$ cat config.mk
export PLATFORM = sky130hd
export DESIGN_NAME = core_pipe_elastic_flat
export DESIGN_NICKNAME = d
export VERILOG_FILES = /design/src/rtl/core_pipe_elastic_if.sv /design/src/rtl/core_pipe_elastic.sv /design/src/flat_wrapper.sv
export SDC_FILE = /design/constraint.sdc
export NUM_CORES = 1
export LEC_CHECK = 0
export ABC_AREA = 0
export BUFFER_PORTS_ARGS = -buffer_cell sky130_fd_sc_hd__buf_2
export CORE_UTILIZATION = 56
export DETAILED_ROUTE_END_ITERATION = 8
export PLACE_DENSITY = 0.93
export SYNTH_ARGS = -nofsm -noshare
export SYNTH_HDL_FRONTEND = slang
export SYNTH_SLANG_ARGS = --single-unit
$ cat constraint.sdc
create_clock -name i_pipe_clk -period 2.03 [get_ports i_pipe_clk]
set_input_delay 0.3045 -clock i_pipe_clk [delete_from_list [all_inputs] [get_ports i_pipe_clk]]
set_output_delay 0.3045 -clock i_pipe_clk [all_outputs]
set_load 0.05 [all_outputs]
$ cat src/rtl/core_pipe_elastic_if.sv
// Handshake bundle for core_pipe_elastic: upstream valid/data/ready and downstream valid/data/ready.
// The slave modport is the pipe's view. The master modport is the view of whatever drives and consumes the pipe.
interface core_pipe_elastic_if #(
  parameter int W_PIPE_BUS = 32
) ();

  // Handshake rule for both directions: a beat transfers on a rising clock edge
  // only when valid and ready are both high. A source must not retract valid
  // once it has raised it. Ready may depend combinationally on downstream ready.
  logic                  i_pipe_valid;
  logic [W_PIPE_BUS-1:0] i_pipe_in;
  logic                  o_pipe_ready;
  logic                  o_pipe_valid;
  logic [W_PIPE_BUS-1:0] o_pipe_out;
  logic                  i_pipe_ready;

  modport slave (
    input  i_pipe_valid,
    input  i_pipe_in,
    output o_pipe_ready,
    output o_pipe_valid,
    output o_pipe_out,
    input  i_pipe_ready
  );

  modport master (
    output i_pipe_valid,
    output i_pipe_in,
    input  o_pipe_ready,
    input  o_pipe_valid,
    input  o_pipe_out,
    output i_pipe_ready
  );

endinterface

$ cat src/rtl/core_pipe_elastic.sv
// DEPTH-stage elastic pipeline register with valid/ready flow control.
// It supports bubble collapsing, a synchronous flush and a global stall.
module core_pipe_elastic #(
  parameter  int W_PIPE_BUS = 32,
  parameter  int DEPTH      = 2,
  localparam int W_CNT      = $clog2(DEPTH + 1)
) (
  input  logic                    i_pipe_clk,
  input  logic                    i_pipe_rst_n,
  input  logic                    i_pipe_clr,
  input  logic                    i_pipe_en_n,
  core_pipe_elastic_if.slave      pipe,
  output logic [W_CNT-1:0]        o_pipe_count,
  output logic                    o_pipe_empty
);

  logic [DEPTH-1:0]      v_q;
  logic [DEPTH-1:0]      v_d;
  logic [W_PIPE_BUS-1:0] d_q [DEPTH];
  logic [W_PIPE_BUS-1:0] d_d [DEPTH];
  logic [DEPTH-1:0]      ld;
  logic                  run;
  logic                  chain;
  logic [W_CNT-1:0]      cnt;

  assign run = !i_pipe_en_n && !i_pipe_clr;

  // The load enable ripples from the output side toward the input side. A
  // stage can load when it is empty or when its successor is loading. This
  // lets bubbles collapse while the output side is back-pressured.
  always_comb begin
    chain = pipe.i_pipe_ready;
    ld    = '0;
    for (int k = DEPTH - 1; k >= 0; k--) begin
      chain = !v_q[k] || chain;
      ld[k] = chain && run;
    end
  end

  always_comb begin
    v_d = v_q;
    for (int k = 0; k < DEPTH; k++) begin
      d_d[k] = d_q[k];
    end
    if (i_pipe_clr) begin
      v_d = '0;
      for (int k = 0; k < DEPTH; k++) begin
        d_d[k] = '0;
      end
    end else begin
      if (ld[0]) begin
        v_d[0] = pipe.i_pipe_valid;
        d_d[0] = pipe.i_pipe_valid ? pipe.i_pipe_in : '0;
      end
      for (int k = 1; k < DEPTH; k++) begin
        if (ld[k]) begin
          v_d[k] = v_q[k-1];
          d_d[k] = v_q[k-1] ? d_q[k-1] : '0;
        end
      end
    end
  end

  always_ff @(posedge i_pipe_clk or negedge i_pipe_rst_n) begin
    if (!i_pipe_rst_n) begin
      v_q <= '0;
      for (int k = 0; k < DEPTH; k++) begin
        d_q[k] <= '0;
      end
    end else begin
      v_q <= v_d;
      for (int k = 0; k < DEPTH; k++) begin
        d_q[k] <= d_d[k];
      end
    end
  end

  always_comb begin
    cnt = '0;
    for (int k = 0; k < DEPTH; k++) begin
      cnt = cnt + W_CNT'(v_q[k]);
    end
  end

  assign pipe.o_pipe_ready = ld[0];
  assign pipe.o_pipe_valid = v_q[DEPTH-1] && run;
  assign pipe.o_pipe_out   = d_q[DEPTH-1];
  assign o_pipe_count      = cnt;
  assign o_pipe_empty      = (cnt == '0);

endmodule

$ cat src/flat_wrapper.sv
// flat-port wrapper written by rule: the top's interface ports become plain ports
module core_pipe_elastic_flat 
#(
  parameter  int W_PIPE_BUS = 32,
  parameter  int DEPTH      = 2,
  localparam int W_CNT      = $clog2(DEPTH + 1)
)
  (i_pipe_clk, i_pipe_rst_n, i_pipe_clr, i_pipe_en_n, o_pipe_count, o_pipe_empty, pipe_i_pipe_valid, pipe_i_pipe_in, pipe_o_pipe_ready, pipe_o_pipe_valid, pipe_o_pipe_out, pipe_i_pipe_ready);
  core_pipe_elastic_if #(.W_PIPE_BUS(W_PIPE_BUS)) pipe_i ();
  input  logic i_pipe_clk;
  input  logic i_pipe_rst_n;
  input  logic i_pipe_clr;
  input  logic i_pipe_en_n;
  output logic [W_CNT-1:0] o_pipe_count;
  output logic o_pipe_empty;
  input wire logic [$bits(pipe_i.i_pipe_valid)-1:0] pipe_i_pipe_valid;
  input wire logic [$bits(pipe_i.i_pipe_in)-1:0] pipe_i_pipe_in;
  output wire logic [$bits(pipe_i.o_pipe_ready)-1:0] pipe_o_pipe_ready;
  output wire logic [$bits(pipe_i.o_pipe_valid)-1:0] pipe_o_pipe_valid;
  output wire logic [$bits(pipe_i.o_pipe_out)-1:0] pipe_o_pipe_out;
  input wire logic [$bits(pipe_i.i_pipe_ready)-1:0] pipe_i_pipe_ready;
  assign pipe_i.i_pipe_valid = pipe_i_pipe_valid;
  assign pipe_i.i_pipe_in = pipe_i_pipe_in;
  assign pipe_o_pipe_ready = pipe_i.o_pipe_ready;
  assign pipe_o_pipe_valid = pipe_i.o_pipe_valid;
  assign pipe_o_pipe_out = pipe_i.o_pipe_out;
  assign pipe_i.i_pipe_ready = pipe_i_pipe_ready;
  core_pipe_elastic #(.W_PIPE_BUS(W_PIPE_BUS), .DEPTH(DEPTH)) u_core (.i_pipe_clk(i_pipe_clk), .i_pipe_rst_n(i_pipe_rst_n), .i_pipe_clr(i_pipe_clr), .i_pipe_en_n(i_pipe_en_n), .pipe(pipe_i), .o_pipe_count(o_pipe_count), .o_pipe_empty(o_pipe_empty));
endmodule
==> summary.txt <==
STA
  • Max Fclk: around 600 MHz
  • Hold Vio Cnt, Final: 0
  • Slew Limit Fails: 0
  • Minimum clock period after layout: 1.67 ns
  • Skew final: ~0.0053 ns
  • RSZ-0062 raised after global routing: no
  • Max-slew headroom: 0.650
  • Post-Route Setup TNS: 0 ns
  • Final Cycle Share: 0.822
  • Setup violations, final: 0
  • Worst slew pin tran: around 0.52 ns

Detailed routing
  • Via/cell ratio: roughly 5.5
  • WL final: slightly above 5000 um
  • Violation count after the first detailed-route iteration: 95
  • Metal3 WL: ~260 um
  • DR DRC count: 0
  • Met1 wire length: ~2400 um
  • Vias post-DR: around 1.8k
  • Routed WL per cell: between 15 and 20 um
  • Top Layer Used: met4
  • Pre-antenna DRT Iters: 4
  • Final ANT Viol Nets: 0
  • Met2 WL post-DR: roughly 2400 um

Cells and area
  • Layout Nets: ~290
  • Diode count: 0
  • Area delta synth->final: 14.6%
  • Fill cell total of the finished layout: between 300 and 400
  • Share of post-route cells with drive strength above 1: 0.385

Global route
  • Number of global-route vias before repair: about 1.7k
  • First-pass GRT wire length: roughly 8500 um
  • Initial antenna violation count: 0
  • Grt total ovfl: 0
  • Largest net degree at the start of global routing: 35
  • Total track usage: 0.222

Worst setup path
  • Reg2Reg Capture Point: u_core.d_q[52]
  • Slowest CP cell: dfrtp_1
  • Worst Path Max Fanout: 6
  • Worst setup SP type: flop
  • CP required: around 1.7 ns
  • Flop2flop setup slack: a little over 0.4 ns
  • Worst EP arrival: 1.36 ns
  • Count of buffer and inverter cells on the critical path: 1
  • Crit path cell chain: nand3b_2 > and2_1 > buf_2
  • Crit. End Element: output port
  • Reg2Reg Depth: 4
  • Beginning of the worst register-to-register path: u_core.v_q[0]
  • Top delay family on crit path: flip-flops
  • Critical path class: flop to output port
  • Critical path's largest stage delay: approximately 0.44 ns

Synthesis
  • Most common cell in the netlist: dfrtp_1
  • Syn Nets: 241
  • Most used DFF post-synth: dfrtp_1
  • Syn_area_per_cell: about 14 sq um
  • Seq/Total Area, Yosys: 0.599
  • Area leader, netlist: dfrtp_1
  • Top cells by count, synth: dfrtp_1, a22o_1, buf_4
  • Synth warn: 0
  • Syn Inst Count: between 200 and 250
  • Post-Syn Area: about 2800 sq um
  • Synth async-reset ratio: 1.00
  • Synth area leaders: dfrtp_1, a22o_1, buf_4, buf_6, o2bb2ai_1
  • Seq cells post-synth: 66
  • Post-synth EDFFs: 0
  • Yosys top cell area share: 0.599
  • Unique masters post-synth: 21

Power
  • VDD IR-drop max: ~0.46 mV
  • Overall power: between 2 and 3 mW
  • Leak pwr: 1.70 nW
  • PwrDens: 900 nW/um^2

Clock network
  • Clock transition at path regs: 0.07 ns
  • CTS sink count: between 60 and 70
  • Root Driver: clkbuf_8
  • H-tree depth: 3
  • Longest Clk Path Bufs: 2
  • Cts bufs inserted: 9
  • CTS tree: built
  • Clock Latency Late Sink: between 0.3 and 0.4 ns

Floorplanning
  • Ports: 75
  • Core area: approximately 4700 sq um
  • Row cnt: 25
  • Die height: ~72 um
  • Initial core utilization: 0.583
  • Die area: between 5000 and 6000 sq um
  • Die width: 72.1 um

Outcome
  • Outcome: finished, final reports clean

Min path
  • Hold crit path type: input port to flop
  • WHS Path Cells: 2
  • Min-delay src: pipe_i_pipe_in[18]
  • WHS Endpoint: u_core.d_q[50]

Flow run
  • Max-cap violation count: 0

Place
  • GP Congestion: between 0.7 and 0.8
  • Post-DP HPWL: approximately 3300 um
  • Port buffer count: 74
-- routing by layer --
layer	global-route usage	vias to the layer above
met2	0.322	55
li1	-	804
met1	0.320	887
met5	0	-
met4	0.118	0
met3	0.0417	4
-- registers in the layout, indices dropped and copies added (netlist names) --
| register | cells |
|---|---|
| u_core.d_q | 32 |
| u_core.pipe.o_pipe_out | 32 |
| u_core.v_q | 2 |
-- what timing repair did --
item                                   4_1_cts  5_1_grt
setup buffers                                0        0
resized for setup                            0        0
hold buffers                                 1        0
endpoints found under the hold margin       24        0
-- where the power goes --
group	total, mW	leakage, nW	internal (mW)	switching [mW]
logic	0.193	0.676	0.0703	0.123
clock network	1.29	0.114	0.815	0.472
registers	1.36	0.910	1.34	0.0173
total	2.84	1.70	2.23	0.613
-- worst reg2reg max path, stage by stage (launching register included) --
cell      delay (ns)
dfrtp_1         0.44
nand3b_2        0.18
and3_1          0.39
buf_4           0.35
a22o_1          0.19
-- logic make-up after synthesis --
family | share of synthesized area
compound gates | 0.212
fa+ha+maj | 0.00908
buf+inv | 0.135
flops | 0.599
mux | 0.00727
simple gates | 0.0372
-- per-stage QoR --
stage	std cells	area, sq um	util	setup slack, ns	hold slack (ns)
3_5_place_dp	302	2910	0.617	0.328	0.307
3_3_place_gp	302	2910	0.617	0.434	0.307
2_1_floorplan	201	2760	-	0.164	0.00891
4_1_cts	319	3160	0.668	0.345	0.176
6_report	319	3160	0.668	0.361	0.188
5_1_grt	319	3160	0.668	0.263	0.176
-- final cells by class --
class / instances / area (sq um) / share of cell area
clock buffers: 11 / 131 / 0.0416
clock inverters: 5 / 103 / 0.0325
inverters: 3 / 11.3 / 0.00357
multi-input cells: 86 / 738 / 0.234
flip-flops and latches: 66 / 1650 / 0.523
well taps: 67 / 83.8 / 0.0266
repair buffers: 81 / 438 / 0.139
-- cell usage in the layout, fill, tap and decap left out --
| cell type | count |
|---|---|
| nand3b_2 | 1 |
| a21o_1 | 2 |
| nor2_1 | 1 |
| nand3b_1 | 2 |
| dfrtp_1 | 66 |
| ha_1 | 2 |
| nand3_1 | 1 |
| clkinv_2 | 1 |
| a21oi_4 | 2 |
| clkbuf_1 | 2 |
| a22o_1 | 55 |
| inv_1 | 3 |
| clkbuf_8 | 9 |
| and2_1 | 2 |
| and3_1 | 2 |
| buf_4 | 5 |
| bufinv_16 | 3 |
| buf_2 | 74 |
| buf_12 | 1 |
| dlygate4sd3_1 | 1 |
| o2bb2ai_1 | 7 |
| clkinvlp_4 | 1 |
| nor3_1 | 1 |
| nand2b_1 | 6 |
| mux2i_1 | 2 |
-- how the worst max path moves through the flow --
stage                             end  depth (start not counted)           from  slack, ns
CTS                   o_pipe_count[0]                          3  u_core.v_q[0]       0.34
floorplan           pipe_o_pipe_valid                          2     i_pipe_clr       0.16
detailed placement     u_core.d_q[43]                          5     i_pipe_clr       0.33
global placement       u_core.d_q[35]                          5     i_pipe_clr       0.43
global route        pipe_o_pipe_ready                          3  u_core.v_q[0]       0.26
finish              pipe_o_pipe_ready                          3  u_core.v_q[0]       0.36
Power figures use the tool's default switching activity.
